[src/rtl/physics_pkg.sv]
// Shared types and constants for the physics state read-back path.
// Builds with or without SNAPSHOT_CHECKSUM_EN; nothing here depends on it.
package physics_pkg;

  localparam logic [15:0] SNAP_MAGIC = 16'hA5A5;

  typedef enum logic [1:0] {SNAP_IDLE, SNAP_HEADER, SNAP_STREAM, SNAP_CKSUM} snap_state_t;

  typedef logic [31:0] fx_word_t;

  function automatic fx_word_t snap_header(input logic [7:0] sprites, input logic [7:0] dims);
    return {SNAP_MAGIC, sprites, dims};
  endfunction

endpackage

[src/rtl/button_edge_sync.sv]
// Two-flop synchronizer followed by a registered rising-edge pulse.
// Pulse is one cycle wide and rises 3 cycles after the raw input rises.
module button_edge_sync (
  input  logic clk,
  input  logic rst,
  input  logic btn_in,
  output logic pulse
);

  logic meta_q, meta_d;
  logic sync_q, sync_d;
  logic prev_q, prev_d;
  logic pulse_q, pulse_d;

  always_comb begin
    meta_d  = btn_in;
    sync_d  = meta_q;
    prev_d  = sync_q;
    pulse_d = sync_q & ~prev_q;
  end

  always_ff @(posedge clk) begin
    if (rst) begin
      meta_q  <= 1'b0;
      sync_q  <= 1'b0;
      prev_q  <= 1'b0;
      pulse_q <= 1'b0;
    end else begin
      meta_q  <= meta_d;
      sync_q  <= sync_d;
      prev_q  <= prev_d;
      pulse_q <= pulse_d;
    end
  end

  assign pulse = pulse_q;

endmodule

[src/rtl/state_snapshot_reader.sv]
// Freezes sprite locations/velocities on a capture press and streams them as a framed word sequence.
// Define SNAPSHOT_CHECKSUM_EN to append an XOR checksum word that carries out_last.
module state_snapshot_reader
  import physics_pkg::*;
#(
  parameter int SPRITES    = 4,
  parameter int DIMENSIONS = 2,
  parameter int WIDTH      = 32
) (
  input  logic                                clock_162,
  input  logic                                rst,
  input  logic                                capture,
  input  logic [SPRITES*DIMENSIONS*WIDTH-1:0] locations,
  input  logic [SPRITES*DIMENSIONS*WIDTH-1:0] velos,
  output logic [WIDTH-1:0]                    out_data,
  output logic                                out_valid,
  input  logic                                out_ready,
  output logic                                out_last,
  output logic                                busy,
  output logic                                dropped
);

  localparam int NWORDS = 2 * SPRITES * DIMENSIONS;
  localparam int IDX_W  = $clog2(NWORDS + 1);
  localparam fx_word_t HEADER = snap_header(8'(SPRITES), 8'(DIMENSIONS));

  if (WIDTH != 32) begin : g_width_chk
    $fatal(1, "state_snapshot_reader: WIDTH must be 32");
  end

  logic cap_pulse;

  button_edge_sync u_capture_sync (
    .clk    (clock_162),
    .rst    (rst),
    .btn_in (capture),
    .pulse  (cap_pulse)
  );

  snap_state_t state_q, state_d;
  logic [IDX_W-1:0] idx_q, idx_d;
  logic dropped_q, dropped_d;
  fx_word_t snap_q [NWORDS];
  fx_word_t snap_d [NWORDS];
  fx_word_t cur_word;
  logic accept;
  logic last_data;

  assign accept    = (state_q != SNAP_IDLE) && out_ready;
  assign last_data = (idx_q == IDX_W'(NWORDS - 1));

  always_comb begin
    cur_word = '0;
    for (int k = 0; k < NWORDS; k++) begin
      if (idx_q == IDX_W'(k)) cur_word = snap_q[k];
    end
  end

  always_ff @(posedge clock_162) begin
    if (rst) begin
      state_q   <= SNAP_IDLE;
      idx_q     <= '0;
      dropped_q <= 1'b0;
      snap_q    <= '{default: '0};
    end else begin
      state_q   <= state_d;
      idx_q     <= idx_d;
      dropped_q <= dropped_d;
      snap_q    <= snap_d;
    end
  end

  always_comb begin
    state_d = state_q;
    case (state_q)
      SNAP_IDLE:   if (cap_pulse) state_d = SNAP_HEADER;
      SNAP_HEADER: if (accept) state_d = SNAP_STREAM;
`ifdef SNAPSHOT_CHECKSUM_EN
      SNAP_STREAM: if (accept && last_data) state_d = SNAP_CKSUM;
      SNAP_CKSUM:  if (accept) state_d = SNAP_IDLE;
`else
      SNAP_STREAM: if (accept && last_data) state_d = SNAP_IDLE;
`endif
      default:     state_d = SNAP_IDLE;
    endcase
  end

  // Snapshot is laid out in stream order so the word index selects it directly.
  always_comb begin
    snap_d    = snap_q;
    idx_d     = idx_q;
    dropped_d = dropped_q;
    if (state_q == SNAP_IDLE) begin
      if (cap_pulse) begin
        dropped_d = 1'b0;
        idx_d     = '0;
        for (int s = 0; s < SPRITES; s++) begin
          for (int d = 0; d < DIMENSIONS; d++) begin
            snap_d[s*2*DIMENSIONS + d]              = locations[(s*DIMENSIONS + d)*WIDTH +: WIDTH];
            snap_d[s*2*DIMENSIONS + DIMENSIONS + d] = velos[(s*DIMENSIONS + d)*WIDTH +: WIDTH];
          end
        end
      end
    end else if (cap_pulse) begin
      dropped_d = 1'b1;
    end
    if (state_q == SNAP_STREAM && accept) begin
      idx_d = last_data ? '0 : idx_q + IDX_W'(1);
    end
  end

`ifdef SNAPSHOT_CHECKSUM_EN
  fx_word_t cksum_q, cksum_d;

  always_comb begin
    cksum_d = cksum_q;
    if (state_q == SNAP_IDLE && cap_pulse) cksum_d = HEADER;
    else if (state_q == SNAP_STREAM && accept) cksum_d = cksum_q ^ cur_word;
  end

  always_ff @(posedge clock_162) begin
    if (rst) cksum_q <= '0;
    else     cksum_q <= cksum_d;
  end
`endif

  always_comb begin
    out_data = '0;
    out_last = 1'b0;
    case (state_q)
      SNAP_HEADER: out_data = HEADER;
`ifdef SNAPSHOT_CHECKSUM_EN
      SNAP_STREAM: out_data = cur_word;
      SNAP_CKSUM: begin
        out_data = cksum_q;
        out_last = 1'b1;
      end
`else
      SNAP_STREAM: begin
        out_data = cur_word;
        out_last = last_data;
      end
`endif
      default: ;
    endcase
  end

  assign out_valid = (state_q != SNAP_IDLE);
  assign busy      = (state_q != SNAP_IDLE);
  assign dropped   = dropped_q;

endmodule

[config.mk]
export PLATFORM = sky130hd
export DESIGN_NAME = state_snapshot_reader
export DESIGN_NICKNAME = d
export VERILOG_FILES = /design/src/rtl/physics_pkg.sv /design/src/rtl/button_edge_sync.sv /design/src/rtl/state_snapshot_reader.sv
export SDC_FILE = /design/constraint.sdc
export NUM_CORES = 1
export LEC_CHECK = 0
export CAP_MARGIN = 15
export CELL_PAD_IN_SITES_DETAIL_PLACEMENT = 1
export CELL_PAD_IN_SITES_GLOBAL_PLACEMENT = 2
export CORE_MARGIN = 8
export CORE_UTILIZATION = 25
export CTS_BUF_LIST = sky130_fd_sc_hd__clkbuf_8 sky130_fd_sc_hd__clkbuf_16
export DETAILED_ROUTE_END_ITERATION = 8
export PLACE_DENSITY_LB_ADDON = 0.25
export SYNTH_ARGS = -nofsm -noshare
export SYNTH_HDL_FRONTEND = slang
export SYNTH_SLANG_ARGS = --single-unit
[constraint.sdc]
create_clock -name clock_162 -period 2.3 [get_ports clock_162]
set_input_delay 0.46 -clock clock_162 [delete_from_list [all_inputs] [get_ports clock_162]]
set_output_delay 0.46 -clock clock_162 [all_outputs]
set_load 0.005 [all_outputs]
==> qor.csv <==
metric,value,unit
DR vias,27900,
drt drc,0,
ys async rst share,0,
Syn-to-layout area delta,65.2,%
Syn Inst Count,3287,
MaxCap Viol Count,0,
RR Endpoint,state_q[1],
GPL Wtd Cong,0.932,
first-pass GRT wire length,205000,µm
I/O Buffers,551,
failing checks,negative setup slack,
clk_skew,0.0373,ns
CTS Buf Count,59,
Compound-Gate Fraction of Synth Area,0.259,
Power Density,550,nW/µm²
Sink Count,524,
WP buf/inv,8,
crit path time final,3.68,ns
CTS tree,done,
Syn Nets,3810,
f_max,0.272,GHz
most frequent cells in the layout,"1138 x nand2_1, 612 x a21oi_1, 519 x dfxtp_1",
Final Hold Viols,0,
"Seq/Total Area, Yosys",0.445,
"commonest non-fill, non-tap cell in the layout",nand2_1,
"EDFF count, synth",0,
"reg-to-reg slack, setup",0.06,ns
Worst setup SP type,flop,
Leak,13.8,nW
Seq cells post-synth,524,
reg2reg path depth,12,
largest family of logic cells by synthesized area,compound AO/OA/AOI/OAI gates,
share of cells above drive strength 1,0.235,
FF-to-FF Start,idx_q[0],
XOR/XNOR Fraction of Synth Area,0.000372,
CP max stage cell,dfxtp_4,
Crit. End Element,primary output,
Die W,323,µm
Hold Crit Endpoint,u_capture_sync.prev_d,
Crit path max-delay family,buffers and inverters,
VDD IR max,0.000554,V
Final Max Tran Viols,0,
Worst Hold Depth,2,
"Hold-fix buffers, CTS",0,
Final ANT Viol Nets,0,
initial DRC count,2088,
Area contributors post-synth,"dfxtp_1 45%, nand2_1 18%, a21oi_1 15%",
worst hold path type,primary input to flop,
die footprint,104000,µm²
largest net degree at the start of global routing,118,
syn avg cell area,7.17,µm²
unique cell type count in the Yosys netlist,78,
Netlist Area Pre-Place,23600,µm²
leading area contributor after synthesis,dfxtp_1,
TNS Setup,-39.56,ns
DR vias/cell,5.11,
post-synthesis simple-gate area fraction,0.236,
initial antenna violation count,4,
CTS Buffer Depth,3,
WL/cell,27.1,µm
Placement Setup Slack,-1.62,ns
Die H,323,µm
adder-cell share of the synthesized area,0.00372,
largest driver fanout on the critical path,5,
RSZ-0062 raised after global routing,yes,
Final Setup Violations,33,
IO Pins,552,
Row Count,112,
CORE AREA,93300,µm²
worst rel slew slack,0.563,
"CTS clk-pin slew, worst paths",0.06,ns
Synth top area share,0.445,
Starting Density,0.253,
net count reported at finish,4689,
critical path data arrival time,3.22,ns
H-tree levels,2,
Synth Flop Type,dfxtp_1,
multiplexer area fraction after synthesis,0.000425,
cells along the critical path,inv_4 -> buf_6 -> ha_4 -> buf_12 -> buf_12 -> buf_16 -> a21oi_2 -> o21ai_1 -> a32oi_2 -> buf_4 -> o211ai_1 -> a222oi_1 -> buf_4 -> nor3_2 -> buf_2,
hpwl dp,117000,µm
drt first pass iters,5,
GRT overflow,0,
CTS root buf,clkbuf_16,
DRT Wirelength,148000,µm
min-delay src,rst,
post-route setup slack,-1.38,ns
status,"finished, violations left",
CP Data Required Time,1.84,ns
vias in the first global route,28300,
CP peak stage delay,0.40,ns
Clock Latency Late Sink,0.65,ns
Crit Path Category,flop to primary output,
synth warn,0,
final cycle utilization of the critical path,1.60,
GRT Util Overall,0.268,
Worst Max-Slew Pin Slew,0.649,ns
==> final cells by class <==
cell class              count  area (µm²)
inverters                  32         140
well taps                1254        1570
fillers                 11100       54400
flip-flops and latches    524       10500
repair buffers           1110       10900
diodes                      4        10.0
multi-input cells        2439       13800
clock buffers              78        1740
clock inverters            27         310
==> per-stage QoR <==
step                       util  std cells  hold WS (ns)  area (µm²)  power [mW]
after floorplan               -       3287         0.367       23700        10.1
after global placement    0.360       5259         0.383       33600        11.4
after detailed placement  0.360       5259         0.394       33600        11.5
after CTS                 0.402       5424         0.253       37600        21.6
after global routing      0.417       5467         0.262       38900        22.1
final                     0.417       5468         0.256       38900        21.4
==> Yosys cell counts (all sizes together) (3+ instances only) <==
library cell and n:
nand3b 11, buf 59, dfxtp 524, nor2 91
a211oi 14, a31oi 12, o2111ai 6, nand2 1146
a2bb2oi 11, nor2b 11, nor3b 6, nand2b 3
a21oi 689, o21ai 111, or3 5, and3b 3
o22a 7, nor4 4, o21a 8, nand3 25
clkbuf 233, nand4b 4, and2 7, o2111a 6
nand4bb 6, inv 31, o211ai 34, o31ai 3
a22oi 30, o221ai 22, a211o 3, nor3 22
and3 7, a22o 10, a2111oi 3, a21o 3
o22ai 44, a221o 5, nand4 4, a311oi 3
o32ai 3, ha 7, a221oi 25
==> logic make-up (layout without fill, tap and decap cells) <==
logic type	Yosys count	count (layout)
xor gates and xnor gates	1	1
other	0	4
AOI/OAI and AO/OA	1064	1064
adders and majority gates	7	7
DFF	524	524
muxes	1	1
and+or+nand+nor	1366	1366
buffers and inverters	324	1247
==> power breakdown <==
part	switching, mW	internal (mW)	leakage [nW]
clock network	4.09	6.02	1.05
logic	0.775	1.05	8.46
registers	0.200	9.27	4.24
==> flip-flops by register name, indices dropped and copies added (netlist names) <==
name,cells
u_capture_sync.meta_q,1
dropped,1
u_capture_sync.pulse,1
u_capture_sync.prev_q,1
u_capture_sync.prev_d,1
idx_q,5
state_q,2
snap_q,512
==> per-layer routing <==
metal | vias to the layer above | part of all wire | GRT usage
met4 | 0 | 0.039 | 0.0941
met5 | - | 0 | 0
met1 | 13800 | 0.42 | 0.341
met3 | 238 | 0.055 | 0.0411
li1 | 13000 | - | -
met2 | 897 | 0.48 | 0.461
==> worst max-delay path by stage <==
stage	from	to	slack [ns]	cells past startpoint
final	idx_q[0]	out_data[4]	-1.38	15
after floorplan	idx_q[1]	out_data[21]	-0.07	8
after global routing	idx_q[0]	out_data[4]	-1.49	15
after global placement	idx_q[0]	out_data[30]	-1.61	11
after detailed placement	idx_q[1]	out_data[19]	-1.62	12
after CTS	idx_q[0]	out_data[4]	-1.47	15
==> what timing repair did <==
action | CTS | global route
endpoints found under the setup margin | 37 | 35
gates cloned | 8 | 1
gates resized for setup | 455 | 245
setup buffers | 65 | 57
pin swaps | 107 | 131
Power figures use the tool's default switching activity.
